[config.mk]
export PLATFORM = sky130hd
export DESIGN_NAME = stage_mem_lsu
export DESIGN_NICKNAME = d
export VERILOG_FILES = /design/src/rtl/stage_mem_lsu_pkg.sv /design/src/rtl/stage_mem_lsu_mem_lane_align.sv /design/src/rtl/stage_mem_lsu.sv
export SDC_FILE = /design/constraint.sdc
export NUM_CORES = 1
export LEC_CHECK = 0
export ABC_AREA = 1
export BUFFER_PORTS_ARGS = -buffer_cell sky130_fd_sc_hd__buf_2
export CAP_MARGIN = 20
export CORE_MARGIN = 4
export CORE_UTILIZATION = 39
export CTS_CLUSTER_DIAMETER = 30
export DETAILED_ROUTE_END_ITERATION = 10
export SYNTH_ARGS = -nofsm -noshare
export SYNTH_HDL_FRONTEND = slang
export SYNTH_HIERARCHICAL = 1
export SYNTH_SLANG_ARGS = --single-unit
export TNS_END_PERCENT = 100
[constraint.sdc]
create_clock -name clk -period 5.9 [get_ports clk]
set_input_delay 0.59 -clock clk [delete_from_list [all_inputs] [get_ports clk]]
set_output_delay 0.59 -clock clk [all_outputs]
set_load 0.02 [all_outputs]
[src/rtl/stage_mem_lsu_pkg.sv]
// ----------------------------------------------------------------------------
// stage_mem_lsu_pkg
// Shared constants for the MEM-stage load/store unit: ALU op codes for memory
// accesses, access-size and FSM state enums, and the op decode helpers.
// No ports (package).
// ----------------------------------------------------------------------------
package stage_mem_lsu_pkg;

    localparam int unsigned ALUOP_W = 4;

    // Memory op codes; anything not listed here is a plain ALU op.
    localparam logic [ALUOP_W-1:0] OP_ALU = 4'd0;
    localparam logic [ALUOP_W-1:0] OP_LB  = 4'd1;
    localparam logic [ALUOP_W-1:0] OP_LH  = 4'd2;
    localparam logic [ALUOP_W-1:0] OP_LW  = 4'd3;
    localparam logic [ALUOP_W-1:0] OP_LBU = 4'd4;
    localparam logic [ALUOP_W-1:0] OP_LHU = 4'd5;
    localparam logic [ALUOP_W-1:0] OP_LWU = 4'd6;
    localparam logic [ALUOP_W-1:0] OP_LD  = 4'd7;
    localparam logic [ALUOP_W-1:0] OP_SB  = 4'd8;
    localparam logic [ALUOP_W-1:0] OP_SH  = 4'd9;
    localparam logic [ALUOP_W-1:0] OP_SW  = 4'd10;
    localparam logic [ALUOP_W-1:0] OP_SD  = 4'd11;

    typedef enum logic [1:0] {
        SZ_B,
        SZ_H,
        SZ_W,
        SZ_D
    } size_e;

    typedef enum logic {
        ST_IDLE,
        ST_WAIT
    } state_e;

    // LWU/LD/SD only decode as memory ops on a 64-bit datapath.
    function automatic logic is_load(input logic [ALUOP_W-1:0] op, input logic xlen64);
        case (op)
            OP_LB, OP_LH, OP_LW, OP_LBU, OP_LHU: return 1'b1;
            OP_LWU, OP_LD:                       return xlen64;
            default:                             return 1'b0;
        endcase
    endfunction

    function automatic logic is_store(input logic [ALUOP_W-1:0] op, input logic xlen64);
        case (op)
            OP_SB, OP_SH, OP_SW: return 1'b1;
            OP_SD:               return xlen64;
            default:             return 1'b0;
        endcase
    endfunction

    function automatic logic is_mem(input logic [ALUOP_W-1:0] op, input logic xlen64);
        return is_load(op, xlen64) | is_store(op, xlen64);
    endfunction

    function automatic logic op_signed(input logic [ALUOP_W-1:0] op);
        return (op == OP_LB) || (op == OP_LH) || (op == OP_LW);
    endfunction

    function automatic size_e op_size(input logic [ALUOP_W-1:0] op);
        case (op)
            OP_LB, OP_LBU, OP_SB:  return SZ_B;
            OP_LH, OP_LHU, OP_SH:  return SZ_H;
            OP_LD, OP_SD:          return SZ_D;
            default:               return SZ_W;
        endcase
    endfunction

    // Low byte-address bits that must be zero for a naturally aligned access.
    function automatic logic misaligned(input size_e sz, input logic [2:0] lo);
        case (sz)
            SZ_B:    return 1'b0;
            SZ_H:    return lo[0];
            SZ_W:    return |lo[1:0];
            default: return |lo;
        endcase
    endfunction

endpackage

[src/rtl/stage_mem_lsu_mem_lane_align.sv]
// ----------------------------------------------------------------------------
// stage_mem_lsu_mem_lane_align
// Combinational byte-lane steering for the LSU. The lane index is first
// truncated to the access size, so a misaligned address behaves as aligned.
// Ports:
//   i_op       memory op code
//   i_lane     low byte-address bits (lane index)
//   i_st_data  store operand
//   i_rdata    raw memory read data
//   o_be       byte enables for the access
//   o_wdata    store operand replicated across all lanes
//   o_ld_data  extracted and sign/zero-extended load value
// ----------------------------------------------------------------------------
module stage_mem_lsu_mem_lane_align
    import stage_mem_lsu_pkg::*;
#(
    parameter int unsigned XLEN = 32
) (
    input  logic [ALUOP_W-1:0]        i_op,
    input  logic [$clog2(XLEN/8)-1:0] i_lane,
    input  logic [XLEN-1:0]           i_st_data,
    input  logic [XLEN-1:0]           i_rdata,
    output logic [XLEN/8-1:0]         o_be,
    output logic [XLEN-1:0]           o_wdata,
    output logic [XLEN-1:0]           o_ld_data
);

    localparam int unsigned NB     = XLEN / 8;
    localparam int unsigned LANE_W = $clog2(NB);

    size_e             w_size;
    logic              w_signed;
    logic [LANE_W-1:0] w_mask;
    logic [LANE_W-1:0] w_k;
    logic [NB-1:0]     w_be_base;
    logic [XLEN-1:0]   w_shifted;

    assign w_size   = op_size(i_op);
    assign w_signed = op_signed(i_op);

    // Size-dependent lane mask and unshifted enable pattern.
    always_comb begin
        w_mask    = '0;
        w_be_base = '0;
        case (w_size)
            SZ_B: begin
                w_mask    = LANE_W'(0);
                w_be_base = NB'(1);
            end
            SZ_H: begin
                w_mask    = LANE_W'(1);
                w_be_base = NB'(3);
            end
            SZ_W: begin
                w_mask    = LANE_W'(3);
                w_be_base = NB'(15);
            end
            default: begin
                w_mask    = '1;
                w_be_base = '1;
            end
        endcase
    end

    assign w_k       = i_lane & ~w_mask;
    assign o_be      = w_be_base << w_k;
    assign w_shifted = i_rdata >> {w_k, 3'b000};

    // Replicate the low operand bytes into every lane.
    always_comb begin
        o_wdata = '0;
        for (int b = 0; b < int'(NB); b++) begin
            case (w_size)
                SZ_B:    o_wdata[b*8 +: 8] = i_st_data[7:0];
                SZ_H:    o_wdata[b*8 +: 8] = i_st_data[(b % 2)*8 +: 8];
                SZ_W:    o_wdata[b*8 +: 8] = i_st_data[(b % 4)*8 +: 8];
                default: o_wdata[b*8 +: 8] = i_st_data[b*8 +: 8];
            endcase
        end
    end

    // Extract the addressed lane and extend to full width.
    always_comb begin
        o_ld_data = w_shifted;
        case (w_size)
            SZ_B: o_ld_data = w_signed ? XLEN'($signed(w_shifted[7:0]))
                                       : XLEN'(w_shifted[7:0]);
            SZ_H: o_ld_data = w_signed ? XLEN'($signed(w_shifted[15:0]))
                                       : XLEN'(w_shifted[15:0]);
            SZ_W: o_ld_data = w_signed ? XLEN'($signed(w_shifted[31:0]))
                                       : XLEN'(w_shifted[31:0]);
            default: o_ld_data = w_shifted;
        endcase
    end

endmodule

[src/rtl/stage_mem_lsu.sv]
// ----------------------------------------------------------------------------
// stage_mem_lsu
// MEM pipeline stage with a load/store unit. Memory ops issue one request over
// a req/ack handshake and stall the pipe until ack; other ops pass through
// with one registered cycle of latency.
// Optional feature: define MISALIGN_TRAP_EN to flag misaligned accesses on
// exc_o instead of silently aligning them.
// Ports:
//   clk, rst                 clock, synchronous active-high reset
//   valid_i .. rt_data_i     EX/MEM instruction fields
//   stall_o                  combinational hold for EX/MEM and earlier
//   mem_req_o .. mem_be_o    registered data-memory request
//   mem_ack_i, mem_rdata_i   memory completion and load data
//   valid_o .. reg_wdata_o   registered MEM/WB fields
//   exc_o                    misaligned-access exception (trap build only)
// ----------------------------------------------------------------------------
module stage_mem_lsu
    import stage_mem_lsu_pkg::*;
#(
    parameter int unsigned XLEN       = 32,
    parameter int unsigned REG_ADDR_W = 5,
    parameter int unsigned MEM_ADDR_W = 32
) (
    input  logic                  clk,
    input  logic                  rst,
    input  logic                  valid_i,
    input  logic [REG_ADDR_W-1:0] reg_waddr_i,
    input  logic                  we_i,
    input  logic [XLEN-1:0]       reg_wdata_i,
    input  logic [MEM_ADDR_W-1:0] mem_addr_i,
    input  logic [ALUOP_W-1:0]    aluop_i,
    input  logic [XLEN-1:0]       rt_data_i,
    output logic                  stall_o,
    output logic                  mem_req_o,
    output logic                  mem_we_o,
    output logic [MEM_ADDR_W-1:0] mem_addr_o,
    output logic [XLEN-1:0]       mem_wdata_o,
    output logic [XLEN/8-1:0]     mem_be_o,
    input  logic                  mem_ack_i,
    input  logic [XLEN-1:0]       mem_rdata_i,
    output logic                  valid_o,
    output logic [REG_ADDR_W-1:0] reg_waddr_o,
    output logic                  we_o,
    output logic [XLEN-1:0]       reg_wdata_o,
    output logic                  exc_o
);

    localparam int unsigned NB     = XLEN / 8;
    localparam int unsigned LANE_W = $clog2(NB);
    localparam logic        XLEN64 = (XLEN == 64);

    state_e                r_state, w_state_nxt;

    // Copies of the issuing instruction, held for the whole transaction.
    logic [ALUOP_W-1:0]    r_op, w_op_nxt;
    logic [LANE_W-1:0]     r_lane, w_lane_nxt;
    logic                  r_lwe, w_lwe_nxt;
    logic [REG_ADDR_W-1:0] r_lwaddr, w_lwaddr_nxt;
    logic [XLEN-1:0]       r_lalu, w_lalu_nxt;

    logic                  r_mem_req, w_mem_req_nxt;
    logic                  r_mem_we, w_mem_we_nxt;
    logic [MEM_ADDR_W-1:0] r_mem_addr, w_mem_addr_nxt;
    logic [XLEN-1:0]       r_mem_wdata, w_mem_wdata_nxt;
    logic [NB-1:0]         r_mem_be, w_mem_be_nxt;
    logic                  r_valid, w_valid_nxt;
    logic                  r_we, w_we_nxt;
    logic [REG_ADDR_W-1:0] r_reg_waddr, w_reg_waddr_nxt;
    logic [XLEN-1:0]       r_reg_wdata, w_reg_wdata_nxt;

    logic                  w_is_wait;
    logic                  w_in_mem;
    logic                  w_in_store;
    logic                  w_issue;
    logic [ALUOP_W-1:0]    w_op_sel;
    logic [LANE_W-1:0]     w_lane_sel;
    logic [NB-1:0]         w_al_be;
    logic [XLEN-1:0]       w_al_wdata;
    logic [XLEN-1:0]       w_al_ld;

    assign w_is_wait  = (r_state == ST_WAIT);
    assign w_in_mem   = is_mem(aluop_i, XLEN64);
    assign w_in_store = is_store(aluop_i, XLEN64);

`ifdef MISALIGN_TRAP_EN
    logic r_exc, w_exc_nxt;
    logic w_misal;
    assign w_misal = misaligned(op_size(aluop_i), 3'(mem_addr_i[LANE_W-1:0]));
    assign w_issue = !w_is_wait && valid_i && w_in_mem && !w_misal;
    assign exc_o   = r_exc;
`else
    assign w_issue = !w_is_wait && valid_i && w_in_mem;
    assign exc_o   = 1'b0;
`endif

    assign stall_o = w_issue || (w_is_wait && !mem_ack_i);

    // One aligner serves both directions: inputs while idle, latched op in WAIT.
    assign w_op_sel   = w_is_wait ? r_op   : aluop_i;
    assign w_lane_sel = w_is_wait ? r_lane : mem_addr_i[LANE_W-1:0];

    stage_mem_lsu_mem_lane_align #(
        .XLEN (XLEN)
    ) u_align (
        .i_op      (w_op_sel),
        .i_lane    (w_lane_sel),
        .i_st_data (rt_data_i),
        .i_rdata   (mem_rdata_i),
        .o_be      (w_al_be),
        .o_wdata   (w_al_wdata),
        .o_ld_data (w_al_ld)
    );

    // Next-state and next-output logic.
    always_comb begin
        w_state_nxt     = r_state;
        w_op_nxt        = r_op;
        w_lane_nxt      = r_lane;
        w_lwe_nxt       = r_lwe;
        w_lwaddr_nxt    = r_lwaddr;
        w_lalu_nxt      = r_lalu;
        w_mem_req_nxt   = r_mem_req;
        w_mem_we_nxt    = r_mem_we;
        w_mem_addr_nxt  = r_mem_addr;
        w_mem_wdata_nxt = r_mem_wdata;
        w_mem_be_nxt    = r_mem_be;
        w_valid_nxt     = 1'b0;
        w_we_nxt        = 1'b0;
        w_reg_waddr_nxt = r_reg_waddr;
        w_reg_wdata_nxt = r_reg_wdata;
`ifdef MISALIGN_TRAP_EN
        w_exc_nxt       = 1'b0;
`endif
        case (r_state)
            ST_IDLE: begin
                if (w_issue) begin
                    w_state_nxt     = ST_WAIT;
                    w_op_nxt        = aluop_i;
                    w_lane_nxt      = mem_addr_i[LANE_W-1:0];
                    w_lwe_nxt       = we_i;
                    w_lwaddr_nxt    = reg_waddr_i;
                    w_lalu_nxt      = reg_wdata_i;
                    w_mem_req_nxt   = 1'b1;
                    w_mem_we_nxt    = w_in_store;
                    w_mem_addr_nxt  = {mem_addr_i[MEM_ADDR_W-1:LANE_W], LANE_W'(0)};
                    w_mem_wdata_nxt = w_al_wdata;
                    w_mem_be_nxt    = w_al_be;
                end
`ifdef MISALIGN_TRAP_EN
                else if (valid_i && w_in_mem) begin
                    w_valid_nxt     = 1'b1;
                    w_exc_nxt       = 1'b1;
                    w_reg_waddr_nxt = reg_waddr_i;
                end
`endif
                else if (valid_i) begin
                    w_valid_nxt     = 1'b1;
                    w_we_nxt        = we_i;
                    w_reg_waddr_nxt = reg_waddr_i;
                    w_reg_wdata_nxt = reg_wdata_i;
                end
            end
            ST_WAIT: begin
                // Request drops at the ack edge together with the retire.
                if (mem_ack_i) begin
                    w_state_nxt     = ST_IDLE;
                    w_mem_req_nxt   = 1'b0;
                    w_mem_we_nxt    = 1'b0;
                    w_mem_addr_nxt  = '0;
                    w_mem_wdata_nxt = '0;
                    w_mem_be_nxt    = '0;
                    w_valid_nxt     = 1'b1;
                    w_we_nxt        = r_lwe;
                    w_reg_waddr_nxt = r_lwaddr;
                    w_reg_wdata_nxt = is_load(r_op, XLEN64) ? w_al_ld : r_lalu;
                end
            end
            default: w_state_nxt = ST_IDLE;
        endcase
    end

    // State, latch and output registers.
    always_ff @(posedge clk) begin
        if (rst) begin
            r_state     <= ST_IDLE;
            r_op        <= '0;
            r_lane      <= '0;
            r_lwe       <= 1'b0;
            r_lwaddr    <= '0;
            r_lalu      <= '0;
            r_mem_req   <= 1'b0;
            r_mem_we    <= 1'b0;
            r_mem_addr  <= '0;
            r_mem_wdata <= '0;
            r_mem_be    <= '0;
            r_valid     <= 1'b0;
            r_we        <= 1'b0;
            r_reg_waddr <= '0;
            r_reg_wdata <= '0;
`ifdef MISALIGN_TRAP_EN
            r_exc       <= 1'b0;
`endif
        end else begin
            r_state     <= w_state_nxt;
            r_op        <= w_op_nxt;
            r_lane      <= w_lane_nxt;
            r_lwe       <= w_lwe_nxt;
            r_lwaddr    <= w_lwaddr_nxt;
            r_lalu      <= w_lalu_nxt;
            r_mem_req   <= w_mem_req_nxt;
            r_mem_we    <= w_mem_we_nxt;
            r_mem_addr  <= w_mem_addr_nxt;
            r_mem_wdata <= w_mem_wdata_nxt;
            r_mem_be    <= w_mem_be_nxt;
            r_valid     <= w_valid_nxt;
            r_we        <= w_we_nxt;
            r_reg_waddr <= w_reg_waddr_nxt;
            r_reg_wdata <= w_reg_wdata_nxt;
`ifdef MISALIGN_TRAP_EN
            r_exc       <= w_exc_nxt;
`endif
        end
    end

    assign mem_req_o   = r_mem_req;
    assign mem_we_o    = r_mem_we;
    assign mem_addr_o  = r_mem_addr;
    assign mem_wdata_o = r_mem_wdata;
    assign mem_be_o    = r_mem_be;
    assign valid_o     = r_valid;
    assign we_o        = r_we;
    assign reg_waddr_o = r_reg_waddr;
    assign reg_wdata_o = r_reg_wdata;

endmodule

==> out/results.ini, run 1 <==
[clock_network]
cts_resized = 0
clk_pin_slew_ns = 0.08
clock_latency_ns = 0.43
cts_root_buffer = clkbuf_16
tritoncts = done
clock-sinks = 152
cts_made_buffers = 17
cts_buffer_depth = 2
cts_setup_buffers = 0
htree_levels = 4
cts_hold_buf = 0

[placement]
placed_cells = 1710
numPortBuffers = 249
place_hpwl_mm = 19.2
placed_cell_area_um2 = 9430
place_congestion = 0.853

[synthesis]
synthAdderAreaFrac = 0.00444
ys_warn_count = 6
synth_mux_area_frac = 0
async_flop_share = 0
synthTopCellsByCount = nand2_1 (330), nand3_1 (264), dfxtp_1 (152), a21oi_1 (115), inv_1 (104)
synthesis.area_per_instance_um2 = 6.56
seq_area_frac_synth = 0.360
synth_edf_count = 0
synth_top_family_by_area = simple AND/OR/NAND/NOR gates
synth_ff_type = dfxtp_1
synth_largest_area_cell = dfxtp_1
netlist_area_um2 = 8460
synth-compound-area-share = 0.109
synth.area.top_cells = dfxtp_1 (36%), nand3_1 (16%), nand2_1 (15%)
synth.distinct_cells = 29
synth-simple-area-share = 0.392
ys_ff_latch = 152
synth_most_common_cell = nand2_1
synthDominantCellAreaShare = 0.360
synthesis.instances = 1289
synth_xor_area_frac = 0

[worst_setup_path]
setup.worst_path.start_class = register
critPathKind = register to register
endpoint_kind = register
critPathRequiredTime_ns = 6.27
path_cells = buf_4 -> inv_2 -> buf_4 -> nand2_1 -> nand2_1 -> nor2_2 -> nand2_1 -> nand2_4 -> nand2_1 -> nand3_1 -> nand3_2 -> nand3_1 -> inv_1 -> nand3_1 -> nand3_1 -> nand2_1 -> nor2_1 -> nor2_1
crit_path_frequent_cell = nand2_1
crit_fanout = 48
max_stage_delay_ns = 0.52
crit_path_start = r_state$_SDFF_PP0_
worst_ep_arrival_time_ns = 4.15
cpMaxStageDelayCell = nand2_1
worstReg2RegStart = r_state$_SDFF_PP0_

[min_path]
hold_path.class = primary input to register
min_from = mem_addr_i[17]

[floorplanning]
num_rows = 53
fp.dieArea_um2 = 24100
core_um2 = 21200
fp.dieH_um = 155
die-width_um = 155
io_pins = 253
initial_core_util = 0.400

[job]
maxCapViolations = 0

[global_routing]
grt-ovfl-total = 0
grt_pass1_vias = 8629
grt_start_max_net_pins = 69
antenna_found_initial = 8
grt_pass1_wl_mm = 44.9
grt.total_usage = 0.229

[pwr]
ir_drop_mv = 0.176
power.total_uw = 2970
p_leak_uw = 0.00500
p_per_area_nw_per_um2 = 295

[drt]
wl_per_cell_um = 16.3
drc = 0
avgViaCountPerCell = 5.14
routed-via-count = 8967
initialDrtViolationCount = 551
wl_mm = 28.4
first_pass_iters = 5
ant_nets = 0

[final_layout]
num-fill-cells = 2275
synthToLayoutAreaGrowth_pct = 18.9
drive_gt1_frac = 0.215
stdcell_area_um2 = 10100
layout.cells.non_filler = 1745
seq_area_um2 = 3040
fin_nets = 1601
multi_input_area_um2 = 4300

[sta]
period_share = 0.641
maxSlewViolCount = 0
slew_headroom = 0.459
skew_ns = 0.0105
final.setup.tns_ns = 0
setup_viol = 0
fmax_mhz = 264
rsz0062_at_grt = no
post-route-min-period_ns = 3.78
hold_viol = 0
worst_pin_slew_ns = 0.810

[status]
status = finished, final reports clean

[critical path, delay by kind of cell (launching register included)]
family                 cells  cell delay [ns]
buffers and inverters      4             0.92
DFF                        1             0.31
and+or+nand+nor           14             2.43
[layout make-up]
type	instances	share of cell area
Antenna cell	1	0.000249
Clock buffer	17	0.0423
Clock inverter	15	0.0169
Inverter	111	0.0414
Multi-Input combinational cell	912	0.427
Sequential cell	152	0.303
Tap cell	275	0.0342
Timing Repair Buffer	262	0.135
[per-layer routing]
layer	vias to the layer above	GRT usage	part of all wire
met3	54	0.0762	0.084
li1	4517	-	-
met4	14	0.0725	0.023
met5	-	0	0.0031
met1	4105	0.281	0.42
met2	277	0.383	0.47
[flip-flops by register name, indices dropped and copies added, names as in the netlist]
name         flops
r_lwaddr         5
reg_waddr_o      5
mem_req_o        1
valid_o          1
we_o             1
r_lane           2
r_lwe            1
r_op             4
r_lalu          32
mem_wdata_o     32
reg_wdata_o     32
mem_be_o         4
mem_addr_o      30
mem_we_o         1
r_state          1
[where the power goes]
group	internal (uW)	switching (uW)	total, uW
Sequential	1100	35.4	1130
Combinational	242	493	735
Clock	572	530	1100
Total	1910	1060	2970
[logic make-up after synthesis]
group / count (synthesis)
adder cells (fa/ha/maj): 3
AND/OR/NAND/NOR: 735
flip-flops: 152
buffers and inverters: 227
other: 1
AO/OA/AOI/OAI: 171
[worst paths after layout]
kind                                                      to  slack [ns]  cells past startpoint
worst max register to register  reg_wdata_o[21]$_SDFFE_PP0P_        2.12                     18
worst max-delay path            reg_wdata_o[21]$_SDFFE_PP0P_        2.12                     18
worst min register to register       r_lalu[30]$_SDFFE_PP0P_        0.46                      2
worst min-delay path             mem_addr_o[17]$_SDFFE_PP0P_        0.42                      3
[cell usage in the layout (no fill, tap or decap), types with 2 or more instances in the layout]
| cell | instances |
|---|---|
| dfxtp_1 | 151 |
| nand4_1 | 4 |
| clkbuf_16 | 17 |
| buf_4 | 12 |
| ha_1 | 3 |
| nor2_1 | 87 |
| nand2_4 | 5 |
| inv_1 | 104 |
| o21ai_1 | 5 |
| inv_2 | 6 |
| clkinv_8 | 3 |
| buf_2 | 248 |
| buf_8 | 2 |
| nand2_1 | 329 |
| inv_8 | 4 |
| nand3b_1 | 37 |
| inv_6 | 3 |
| nand3_2 | 4 |
| o21ai_0 | 26 |
| nand3_1 | 264 |
| o211ai_1 | 22 |
| clkinv_4 | 3 |
| a21oi_1 | 115 |
| conb_1 | 3 |
[metrics by stage]
stage               hold WS (ns)  utilization  setup WS (ns)
floorplan                  0.439            -           3.18
global placement           0.449        0.446           2.24
detailed placement         0.453        0.446           2.18
CTS                        0.399        0.474           2.15
global route               0.410        0.476           1.70
finish                     0.417        0.476           2.12
Note: power is estimated with default switching activity, not from simulation.
==> run 2: changes to the inputs <==
Settings changed: PLACE_DENSITY set to 0.66.
Clock period 5.9 ns to 3.35 ns, I/O delays scaled along.
==> run 2 against run 1 <==
Against the previous run: die area is the same; routed wire length rose by 2.9%; utilization rose by 0.25 points; critical path type unchanged; critical endpoint is now reg_wdata_o[18]$_SDFFE_PP0P_; highest routed layer unchanged.
==> out/results.ini, run 2 (synthesized netlist as in run 1, its figures left out) <==
[status]
status = finished, final reports clean

[global_routing]
grt_util_met1 = 0.305  ; +0.0243
grtUsageMet3 = 0.0745  ; -0.00167
grt.total_usage = 0.240  ; +0.0101
grt_start_max_net_pins = 80  ; +16%
gr-usage-met2 = 0.392  ; +0.00890
grt-ovfl-total = 0  ; unchanged
top_usage_layer = met2
antenna_found_initial = 3  ; -5
grt_pass1_wl_mm = 47.0  ; +4.6%
grt_pass1_vias = 8912  ; +3.3%

[sta]
slew_headroom = 0.480  ; +0.0216
setup_viol = 0  ; unchanged
period_share = 0.882  ; +0.241
hold_viol = 0  ; unchanged
maxSlewViolCount = 0  ; unchanged
worst_pin_slew_ns = 0.778  ; -0.0316 ns
final.setup.tns_ns = 0  ; unchanged
skew_ns = 0.0124  ; +0.00189 ns
post-route-min-period_ns = 2.95  ; -0.828 ns
fmax_mhz = 339  ; +28%
rsz0062_at_grt = no

[floorplanning]
initial_core_util = 0.400  ; unchanged
core_um2 = 21200  ; unchanged
die-width_um = 155  ; unchanged
num_rows = 53  ; unchanged
fp.dieH_um = 155  ; unchanged
io_pins = 253  ; unchanged
fp.dieArea_um2 = 24100  ; unchanged

[min_path]
hold_path.class = primary input to register

[placement]
numPortBuffers = 249  ; unchanged
place_hpwl_mm = 19.8  ; +2.9%
placed_cells = 1717  ; +0.41%
place_congestion = 0.944  ; +11%

[worst_setup_path]
crit_path_frequent_cell = nand2_1
critPathKind = register to register
path_cells = inv_2 -> nand2_1 -> nand2_1 -> inv_1 -> ha_1 -> inv_1 -> nand2_1 -> nand2_4 -> nand3_4 -> clkinv_2 -> o211ai_1 -> nand3_1 -> inv_1 -> nand3_1 -> nand3_1 -> nand2_1 -> nor2_1 -> nor2_1
setup.worst_path.start_class = register
crit_fanout = 35  ; -27%
max_stage_delay_ns = 0.40  ; -0.12 ns
endpoint_kind = register
path_buf_inv = 5  ; +1
worst_ep_arrival_time_ns = 3.28  ; -0.87 ns
critPathRequiredTime_ns = 3.68  ; -2.59 ns
cpLargestDelayFamily = simple AND/OR/NAND/NOR gates
cpMaxStageDelayCell = o211ai_1

[pwr]
p_per_area_nw_per_um2 = 520  ; +76%
power.total_uw = 5260  ; +77%
p_leak_uw = 0.00503  ; +0.56%
ir_drop_mv = 0.351  ; +99%

[drt]
drc = 0  ; unchanged
avgViaCountPerCell = 5.21  ; +1.3%
ant_nets = 0  ; unchanged
routed-via-count = 9110  ; +1.6%
wl_mm = 29.2  ; +2.9%
wl_per_cell_um = 16.7  ; +2.6%
first_pass_iters = 5  ; unchanged
initialDrtViolationCount = 754  ; +37%

[clock_network]
clk_pin_slew_ns = 0.08  ; about the same
cts_setup_buffers = 0  ; unchanged
cts_buffer_depth = 2  ; unchanged
tritoncts = done
clock-sinks = 152  ; unchanged
cts_hold_buf = 0  ; unchanged
cts_root_buffer = clkbuf_16
htree_levels = 4  ; unchanged
clock_latency_ns = 0.44  ; about the same
cts_made_buffers = 17  ; unchanged

[final_layout]
mostFrequentLayoutCells = nand2_1 (329), nand3_1 (264), buf_2 (248)
drive_gt1_frac = 0.218  ; +0.00266
synthToLayoutAreaGrowth_pct = 19.6
layout_commonest_cell = nand2_1
fin_nets = 1606  ; +0.31%
layout.cells.non_filler = 1750  ; +0.29%

[job]
maxCapViolations = 0  ; unchanged

## run 2: cell types whose count changed in the layout (fill, tap and decap cells not counted), moves of 2 or more
cell,delta
buf_8,-2
clkinv_8,+2
buf_4,+6
inv_6,-2
## run 2: worst paths after layout
check | slack [ns] | end | start | cells after the start
setup / recovery | 0.40 | reg_wdata_o[18]$_SDFFE_PP0P_ | r_state$_SDFF_PP0_ | 18
hold / removal | 0.16 | mem_addr_o[8]$_SDFFE_PP0P_ | mem_addr_i[8] | 3
setup reg to reg | 0.40 | reg_wdata_o[18]$_SDFFE_PP0P_ | r_state$_SDFF_PP0_ | 18
hold reg to reg | 0.46 | r_lalu[8]$_SDFFE_PP0P_ | r_lalu[8]$_SDFFE_PP0P_ | 2
## run 2: repair_timing
item                       in CTS  in global routing
resized for setup               0                  1
setup endpoints to repair       0                  1
hold endpoints to repair        0                  0
## run 2: area by class of cell
cell class              count  area [um2]
fillers                  2196       11000
well taps                 275         344
multi-input cells         912        4300
clock inverters            15         180
clock buffers              17         425
repair buffers            267        1400
flip-flops and latches    152        3040
inverters                 111         418
diodes                      1        2.50
## run 2: routing by layer
| metal | vias up | routed length [um] |
|---|---|---|
| met5 | - | 27 |
| met4 | 4 | 603 |
| met3 | 41 | 2630 |
| met2 | 325 | 13700 |
| met1 | 4214 | 12200 |
| li1 | 4526 | - |
## run 2: worst min-delay path: stages
cell	delay, ns
buf_2	0.09
nand3_1	0.07
a21oi_1	0.06
## run 2: per-stage QoR
stage	hold WS, ns	setup slack [ns]	area (um2)	utilization
after floorplan	0.439	0.628	8470	-
after global routing	0.153	0.0646	10100	0.478
after CTS	0.148	0.396	10100	0.478
after global placement	0.449	0.472	9480	0.448
after detailed placement	0.452	0.433	9510	0.449
final	0.161	0.396	10100	0.478
## run 2: power breakdown
part / switching, uW / internal [uW] / total, uW
sequential: 64.2 / 1930 / 2000
combinational: 875 / 431 / 1310
clock: 943 / 1010 / 1950
total: 1880 / 3370 / 5260
==> run 3: changes to the inputs <==
Settings changed: PLACE_DENSITY 0.66 to 0.65, SLEW_MARGIN set to 20.
==> run 3 against run 2 <==
Against the previous run: non-clock buffer count shrank 2; cell count is 0.11% lower; maximum frequency fell by 0.34%; clock skew increased by 0.0031 ns; clock power barely moved; worst hold slack better by 0.0047 ns; utilization about the same; count of clock-buffer cells in the layout unchanged; die area is the same; critical path depth is the same.
==> out/results.ini, run 3 (synthesized netlist as in run 1, its figures left out) <==
[global_routing]
grt_pass1_vias = 8581  ; -3.7%
grtUsageMet3 = 0.0637  ; -0.0108
grt_pass1_wl_mm = 46.2  ; -1.7%
top_usage_layer = met2
grt-ovfl-total = 0  ; unchanged
grt_util_met1 = 0.310  ; +0.00480
grt.total_usage = 0.237  ; -0.00272
antenna_found_initial = 2  ; -1
grt_start_max_net_pins = 66  ; -18%
gr-usage-met2 = 0.383  ; -0.00911

[floorplanning]
io_pins = 253  ; unchanged
fp.dieH_um = 155  ; unchanged
initial_core_util = 0.400  ; unchanged
fp.dieArea_um2 = 24100  ; unchanged
num_rows = 53  ; unchanged
die-width_um = 155  ; unchanged
core_um2 = 21200  ; unchanged

[sta]
worst_pin_slew_ns = 0.798  ; +0.0193 ns
maxSlewViolCount = 0  ; unchanged
setup_viol = 0  ; unchanged
final.setup.tns_ns = 0  ; unchanged
rsz0062_at_grt = no
fmax_mhz = 337  ; -0.34%
hold_viol = 0  ; unchanged
period_share = 0.885  ; +0.00304
post-route-min-period_ns = 2.96  ; +0.0102 ns
skew_ns = 0.0155  ; +0.00311 ns
slew_headroom = 0.467  ; -0.0129

[worst_setup_path]
max_stage_delay_ns = 0.36  ; -0.04 ns
worst_ep_arrival_time_ns = 3.33  ; +0.05 ns
path_cells = inv_2 -> nand2_1 -> nand2_1 -> inv_1 -> ha_1 -> inv_1 -> nand2_1 -> nand2_4 -> nand2_1 -> nor2_1 -> nand3_2 -> nand3_1 -> inv_1 -> nand3_1 -> nand3_1 -> nand2_1 -> nor2_1 -> nor2_1
crit_fanout = 16  ; -54%
endpoint_kind = register
crit_path_frequent_cell = nand2_1
critPathKind = register to register
critPathRequiredTime_ns = 3.72  ; +0.04 ns
setup.worst_path.start_class = register
cpMaxStageDelayCell = dfxtp_2

[pwr]
ir_drop_mv = 0.326  ; -7.0%
p_leak_uw = 0.00503  ; about the same
p_per_area_nw_per_um2 = 522  ; +0.54%

[placement]
place_hpwl_mm = 19.8  ; +0.17%
numPortBuffers = 249  ; unchanged
place_congestion = 0.933  ; -1.2%
placed_cell_area_um2 = 9480  ; -0.24%

[drt]
drc = 0  ; unchanged
wl_mm = 29.3  ; +0.33%
avgViaCountPerCell = 5.24  ; +0.66%
wl_per_cell_um = 16.7  ; +0.44%
first_pass_iters = 6  ; +1
routed-via-count = 9160  ; +0.55%
initialDrtViolationCount = 760  ; +0.80%
ant_nets = 0  ; unchanged

[status]
status = finished, final reports clean

[final_layout]
num-fill-cells = 2195  ; -0.046%
multi_input_area_um2 = 4300  ; unchanged
layout_commonest_cell = nand2_1
seq_area_um2 = 3040  ; unchanged
mostFrequentLayoutCells = nand2_1 (329), nand3_1 (264), buf_2 (248)
stdcell_area_um2 = 10100  ; about the same
fin_nets = 1604  ; -0.12%
synthToLayoutAreaGrowth_pct = 19.5  ; about the same
drive_gt1_frac = 0.217  ; -0.00106

[clock_network]
clock-sinks = 152  ; unchanged
clk_pin_slew_ns = 0.08  ; about the same
htree_levels = 4  ; unchanged
cts_resized = 0  ; unchanged
cts_hold_buf = 0  ; unchanged
cts_made_buffers = 17  ; unchanged
tritoncts = done
cts_setup_buffers = 0  ; unchanged
clock_latency_ns = 0.43  ; about the same
cts_root_buffer = clkbuf_16
cts_buffer_depth = 2  ; unchanged

[job]
maxCapViolations = 0  ; unchanged

[min_path]
hold_path.class = primary input to register

[run 3: area by class of cell]
class,count,area share
repair buffers,265,0.137
flip-flops and latches,152,0.301
inverters,111,0.0412
diodes,1,0.000248
multi-input cells,912,0.425
clock inverters,15,0.0194
well taps,275,0.0340
clock buffers,17,0.0421
[run 3: stage by stage]
step | hold slack, ns | instances | total power (uW) | setup slack, ns | util
after floorplan | 0.439 | 1291 | 2970 | 0.628 | -
after global placement | 0.449 | 1715 | 3320 | 0.492 | 0.448
after detailed placement | 0.452 | 1715 | 3330 | 0.426 | 0.448
after CTS | 0.145 | 1747 | 5340 | 0.422 | 0.478
after global routing | 0.155 | 1748 | 5570 | 0.0526 | 0.478
final | 0.166 | 1748 | 5280 | 0.386 | 0.478
[run 3: path summary, 6_finish.rpt]
kind                                              start                           end  slack [ns]  cells past startpoint
worst max-delay path                 r_state$_SDFF_PP0_  reg_wdata_o[23]$_SDFFE_PP0P_        0.39                     18
worst min-delay path                     mem_addr_i[14]   mem_addr_o[14]$_SDFFE_PP0P_        0.17                      3
worst max register to register       r_state$_SDFF_PP0_  reg_wdata_o[23]$_SDFFE_PP0P_        0.39                     18
worst min register to register  r_lalu[27]$_SDFFE_PP0P_       r_lalu[27]$_SDFFE_PP0P_        0.46                      2
[run 3: where the power goes]
part           internal (uW)  switching, uW
registers               1930           64.2
clock network           1020            961
logic                    427            872
[run 3: critical path: cells and delay by family (launching register included)]
family	cells	cell delay [ns]
adder cells (fa/ha/maj)	1	0.29
buffers and inverters	4	0.28
flip-flops	1	0.36
AND/OR/NAND/NOR	13	1.95
[run 3: routing by layer]
layer / up-vias / wire length (um) / part of all wire
met2: 355 / 13700 / 0.47
met1: 4235 / 12500 / 0.43
met4: 2 / 708 / 0.024
met3: 43 / 2360 / 0.081
met5: - / 7 / 0.00024
li1: 4525 / - / -
